--- src/rtl/axil_prj_sel_ctrl.sv ---
// axil_prj_sel_ctrl: single-outstanding AXI-Lite bridge with project-select arbitration.
// Define AXIL_PRJ_SEL_TIMEOUT_EN to bound each downstream transaction to pTIMEOUT cycles.
module axil_prj_sel_ctrl #(
  parameter int pADDR_WIDTH = 15,
  parameter int pDATA_WIDTH = 32,
  parameter int pTIMEOUT    = 255
) (
  input  logic                     axi_clk,
  input  logic                     axi_reset_n,
  input  logic                     s_awvalid,
  output logic                     s_awready,
  input  logic [pADDR_WIDTH-1:0]   s_awaddr,
  input  logic                     s_wvalid,
  output logic                     s_wready,
  input  logic [pDATA_WIDTH-1:0]   s_wdata,
  input  logic [pDATA_WIDTH/8-1:0] s_wstrb,
  input  logic                     s_arvalid,
  output logic                     s_arready,
  input  logic [pADDR_WIDTH-1:0]   s_araddr,
  output logic                     s_rvalid,
  input  logic                     s_rready,
  output logic [pDATA_WIDTH-1:0]   s_rdata,
  output logic                     m_awvalid,
  input  logic                     m_awready,
  output logic [pADDR_WIDTH-1:0]   m_awaddr,
  output logic                     m_wvalid,
  input  logic                     m_wready,
  output logic [pDATA_WIDTH-1:0]   m_wdata,
  output logic [pDATA_WIDTH/8-1:0] m_wstrb,
  output logic                     m_arvalid,
  input  logic                     m_arready,
  output logic [pADDR_WIDTH-1:0]   m_araddr,
  input  logic                     m_rvalid,
  input  logic [pDATA_WIDTH-1:0]   m_rdata,
  output logic                     m_rready,
  input  logic                     sel_req_valid,
  input  logic [4:0]               sel_req,
  output logic                     sel_req_ready,
  output logic [4:0]               user_prj_sel,
  output logic                     busy,
  output logic                     timeout_err
);
  typedef enum logic [2:0] {IDLE, WR, RD_ADDR, RD_DATA, RD_RESP} state_t;
  state_t state;
  logic last_wr, idle, wr_go, rd_go, wr_done, expire;
  if (pTIMEOUT < 1 || pTIMEOUT > 255) begin : g_bad_timeout
    $error("pTIMEOUT must be in 1..255");
  end
  assign idle          = axi_reset_n && state == IDLE;
  assign sel_req_ready = idle && sel_req_valid;
  // on a write/read tie the type not granted last time wins
  assign wr_go         = idle && !sel_req_valid && s_awvalid && s_wvalid && !(s_arvalid && last_wr);
  assign rd_go         = idle && !sel_req_valid && s_arvalid && !wr_go;
  assign s_awready     = wr_go;
  assign s_wready      = wr_go;
  assign s_arready     = rd_go;
  assign m_arvalid     = state == RD_ADDR;
  assign m_rready      = state == RD_DATA;
  assign s_rvalid      = state == RD_RESP;
  assign busy          = state != IDLE;
  assign wr_done       = (!m_awvalid || m_awready) && (!m_wvalid || m_wready);
`ifdef AXIL_PRJ_SEL_TIMEOUT_EN
  localparam logic [7:0] LAST_CYCLE = 8'(pTIMEOUT - 1);
  logic [7:0] cnt;
  logic waiting;
  assign waiting = state == WR || state == RD_ADDR || state == RD_DATA;
  // a handshake landing on the expiry cycle completes normally
  assign expire = cnt >= LAST_CYCLE &&
                  (state == WR ? !wr_done : state == RD_ADDR ? !m_arready : state == RD_DATA && !m_rvalid);
  always_ff @(posedge axi_clk) begin
    cnt         <= (!axi_reset_n || wr_go || rd_go) ? 8'd0 : waiting ? cnt + 8'd1 : cnt;
    timeout_err <= axi_reset_n && expire;
  end
`else
  assign expire      = 1'b0;
  assign timeout_err = 1'b0;
`endif
  always_ff @(posedge axi_clk) begin
    if (!axi_reset_n) begin
      state        <= IDLE;
      last_wr      <= 1'b0;
      user_prj_sel <= '0;
      m_awvalid    <= 1'b0;
      m_wvalid     <= 1'b0;
      m_awaddr     <= '0;
      m_wdata      <= '0;
      m_wstrb      <= '0;
      m_araddr     <= '0;
      s_rdata      <= '0;
    end else begin
      case (state)
        IDLE: begin
          if (sel_req_ready) user_prj_sel <= sel_req;
          if (wr_go) begin
            m_awaddr  <= s_awaddr;
            m_wdata   <= s_wdata;
            m_wstrb   <= s_wstrb;
            m_awvalid <= 1'b1;
            m_wvalid  <= 1'b1;
            last_wr   <= 1'b1;
            state     <= WR;
          end
          if (rd_go) begin
            m_araddr <= s_araddr;
            last_wr  <= 1'b0;
            state    <= RD_ADDR;
          end
        end
        WR: begin
          if (m_awready || expire) m_awvalid <= 1'b0;
          if (m_wready || expire) m_wvalid <= 1'b0;
          if (wr_done || expire) state <= IDLE;
        end
        RD_ADDR: begin
          if (m_arready) state <= RD_DATA;
          else if (expire) begin
            s_rdata <= '1;
            state   <= RD_RESP;
          end
        end
        RD_DATA: begin
          if (m_rvalid || expire) begin
            s_rdata <= m_rvalid ? m_rdata : '1;
            state   <= RD_RESP;
          end
        end
        RD_RESP: if (s_rready) state <= IDLE;
        default: state <= IDLE;
      endcase
    end
  end
endmodule

--- config.mk ---
export PLATFORM = sky130hd
export DESIGN_NAME = axil_prj_sel_ctrl
export DESIGN_NICKNAME = d
export VERILOG_FILES = /design/src/rtl/axil_prj_sel_ctrl.sv
export SDC_FILE = /design/constraint.sdc
export NUM_CORES = 1
export LEC_CHECK = 0
export CAP_MARGIN = 20
export CORE_MARGIN = 3
export CORE_UTILIZATION = 35
export CTS_BUF_LIST = sky130_fd_sc_hd__clkbuf_8 sky130_fd_sc_hd__clkbuf_16
export DETAILED_ROUTE_END_ITERATION = 8
export GPL_TIMING_DRIVEN = 0
export PLACE_DENSITY = 0.7
export SETUP_SLACK_MARGIN = 0.1
export SYNTH_ARGS = -nofsm -noshare
export SYNTH_HDL_FRONTEND = slang
export SYNTH_SLANG_ARGS = --single-unit
--- constraint.sdc ---
create_clock -name axi_clk -period 3.1 [get_ports axi_clk]
set_clock_uncertainty 0.15 [all_clocks]
set_input_delay 0.62 -clock axi_clk [delete_from_list [all_inputs] [get_ports axi_clk]]
set_output_delay 0.62 -clock axi_clk [all_outputs]
set_load 0.02 [all_outputs]
==> run summary <==
Core area -> 11610 sq um
DR WL met3 -> 980 um
Area delta synth->final -> 64.29%
Hold_buf cts -> 0
Worst endpoint data arrival time -> 2.12 ns
Gr ovfl total -> 0
Status -> completed
Startpoint Class -> input pin
Worst Path Buf+Inv -> 4
Vias -> 4114
Worst slew pin tran -> 0.6031 ns
Power Density -> 413.1 nW/um^2
Crit path kind -> in -> out
Largest stage delay, worst path -> 0.51 ns
Most frequent cells in the layout -> clkdlybuf4s50_1, nand2_1, dfxtp_1
CTS root buf -> clkbuf_16
Share of layout cells above drive strength 1 -> 5.128%
CTS sink count -> 109
Hold Crit Class -> reg -> reg
Routed wl met2 -> 6185 um
Post-synthesis sequential area ratio -> 51.48%
Commonest non-fill, non-tap cell in the layout -> clkdlybuf4s50_1
Pwr Total -> 2.877 mW
Clock network power share -> 36.7%
Depth of the CTS H-tree -> 3
F_max -> 0.3462 GHz
CTS clk-pin slew, worst paths -> 0.06 ns
Metal1 wirelength -> 5223 um
Reg power frac -> 50.2%
Worst reg2reg startpoint -> state[2]
Detail-routed via count per cell -> 4.654
Static leakage -> 2.519 nW
Largest fanout on the critical path -> 11
TritonRoute pass-1 iters -> 4
Final GP Congestion -> 0.7846
Cell count of the worst reg-to-reg path -> 6
Crit-path leading delay family -> buffers and inverters
Synthesized area per cell -> 8.512 sq um
Die area -> 13470 sq um
Cell taking the most area after synthesis -> dfxtp_1
Fin crit share -> 93.17%
Worst reg2reg endpoint -> m_wdata[6]
Syn Inst Count -> 498
First DRT Iteration DRCs -> 156
Max transition margin -> 59.79%
Wirelength per Cell -> 14.44 um
Max Root-Sink Buffers -> 2
Initial antenna violation count -> 0
GR Util All Layers -> 18.65%
CP Launch Point -> axi_reset_n
Final setup violation count -> 0
Worst skew pair latency -> 0.34 ns
Synth Register Bits -> 109
Combinational fraction of design power -> 13.1%
Max-slew violations -> 0
Top Metal Used -> met4
Io pins -> 228
R2r setup slk -> 1.30 ns
Setup TNS Final -> 0 ns
Sw frac -> 22.39%
Top cell type's share of synthesized area -> 51.48%
VDD IR max -> 232.9 uV
Crit path time final -> 2.888 ns
Synth warn -> 0
Worst endpoint required time -> 2.33 ns
CP Cell Sequence -> clkdlybuf4s50_1 -> and2b_2 -> nand4_4 -> clkinv_4 -> buf_6 -> dlygate4sd2_1
Fin nets -> 850
Slowest-stage cell, CP -> clkdlybuf4s50_1
Total CTS buffers -> 9
Post-synth top flop -> dfxtp_1
Post-Syn Area -> 4239 sq um
Chip Width -> 116.1 um
EDFF count, synth -> 0
Synth async-reset ratio -> 0%
Syn nets -> 612
N_diodes -> 0
First-pass GRT wire length -> 19710 um
Cell variety after synth -> 35
Die height -> 116.1 um
Setup crit end -> s_awready
Critical Path End Type -> output pin
Internal -> 2.233 mW
Core Rows -> 39
WP depth -> 6
Largest net degree at the start of global routing -> 16
Final hold viol count -> 0
Post-DRT Antenna Nets -> 0
Total of max-cap violations -> 0
Initial core utilization -> 36.50%
DRC -> 0
Ranking of synthesized cells by area -> dfxtp_1, nand2_1, a21boi_1
Total wire length -> 12760 um
Input/output buffers -> 226
RSZ-0062 raised after global routing -> false
Hpwl dp -> 10110 um
CTS tree -> done
Net switching power -> 0.6441 mW
Vias in the first global route -> 4205
## cells in the mapped netlist, types with 2 or more instances
| library cell | n |
|---|---|
| and2_1 | 3 |
| inv_1 | 2 |
| buf_2 | 6 |
| a21boi_1 | 81 |
| nand4b_1 | 2 |
| buf_4 | 5 |
| dfxtp_1 | 109 |
| o21ai_0 | 7 |
| nor2_1 | 4 |
| nor2b_1 | 2 |
| o211a_1 | 3 |
| clkbuf_1 | 17 |
| a21boi_0 | 18 |
| nand2b_1 | 2 |
| buf_6 | 8 |
| nand2_1 | 210 |
## worst min path at each step
| stage | to | cells after the start | start |
|---|---|---|---|
| floorplan | last_wr | 1 | last_wr |
| global placement | m_araddr[8] | 2 | m_araddr[8] |
| detailed placement | m_araddr[12] | 2 | m_araddr[12] |
| CTS | m_araddr[12] | 2 | m_araddr[12] |
| global route | m_araddr[5] | 2 | m_araddr[5] |
| finish | m_araddr[12] | 2 | m_araddr[12] |
## cells by family (layout without fill, tap and decap cells)
| kind of cell | after synthesis | count (layout) | share of synthesized area (%) |
|---|---|---|---|
| and+or+nand+nor | 234 | 234 | 22.82 |
| buffers and inverters | 39 | 282 | 5.520 |
| AOI/OAI and AO/OA | 114 | 114 | 19.86 |
| muxes | 1 | 1 | 0.2361 |
| other | 1 | 1 | 0.08846 |
| DFF | 109 | 109 | 51.48 |
## metrics by stage
step | util [%] | area, sq um | hold WS, ns | worst slack, ns | instances
CTS | 59.95 | 6963 | 0.3002 | 0.1032 | 884
global placement | 57.52 | 6680 | 0.2864 | -0.3413 | 867
floorplan | - | 4239 | 0.3343 | 0.8255 | 498
detailed placement | 57.52 | 6680 | 0.2941 | -0.3776 | 867
global route | 59.97 | 6964 | 0.3227 | 0.1168 | 884
finish | 59.97 | 6964 | 0.2985 | 0.2118 | 884
## power by group through the flow
stage | Sequential, mW | Combinational [mW] | Clock, mW
floorplan | 1.51 | 0.106 | 0
global placement | 1.48 | 0.376 | 0
detailed placement | 1.48 | 0.379 | 0
CTS | 1.44 | 0.382 | 1.09
global route | 1.45 | 0.405 | 1.15
finish | 1.45 | 0.377 | 1.05
## metal layers
layer / vias up / global-route usage [%]
li1: 2081 / -
met1: 1850 / 20.98
met2: 158 / 32.49
met3: 25 / 5.640
met4: 0 / 8.353
met5: - / 0
## repair_timing
action | 4_1_cts | 5_1_grt
setup buffers | 1 | 0
setup endpoints to repair | 3 | 3
gates resized for setup | 4 | 4
gates cloned | 0 | 0
pin swaps | 1 | 0
## area by class of cell
type / instances / area (sq um)
clock buffers: 11 / 252.7
plain buffers: 36 / 221.5
flip-flops and latches: 109 / 2182
multi-input cells: 350 / 1824
repair buffers: 227 / 2268
well taps: 143 / 178.9
clock inverters: 5 / 20.02
inverters: 3 / 16.27
fillers: 1070 / 4649
## worst min-delay path: cells and delay by family, from the launching register on
family           cells  cell delay [ns]
flip-flops           1             0.31
AO/OA/AOI/OAI        1             0.05
AND/OR/NAND/NOR      1             0.05
## state kept, by name, indices dropped and copies added, names as in the netlist
signal        count
s_rdata          32
m_wdata          32
m_wstrb           4
last_wr           1
m_awvalid         1
user_prj_sel      5
m_araddr         15
m_wvalid          1
m_awaddr         15
state             3
Note: power is estimated with default switching activity, not from simulation.
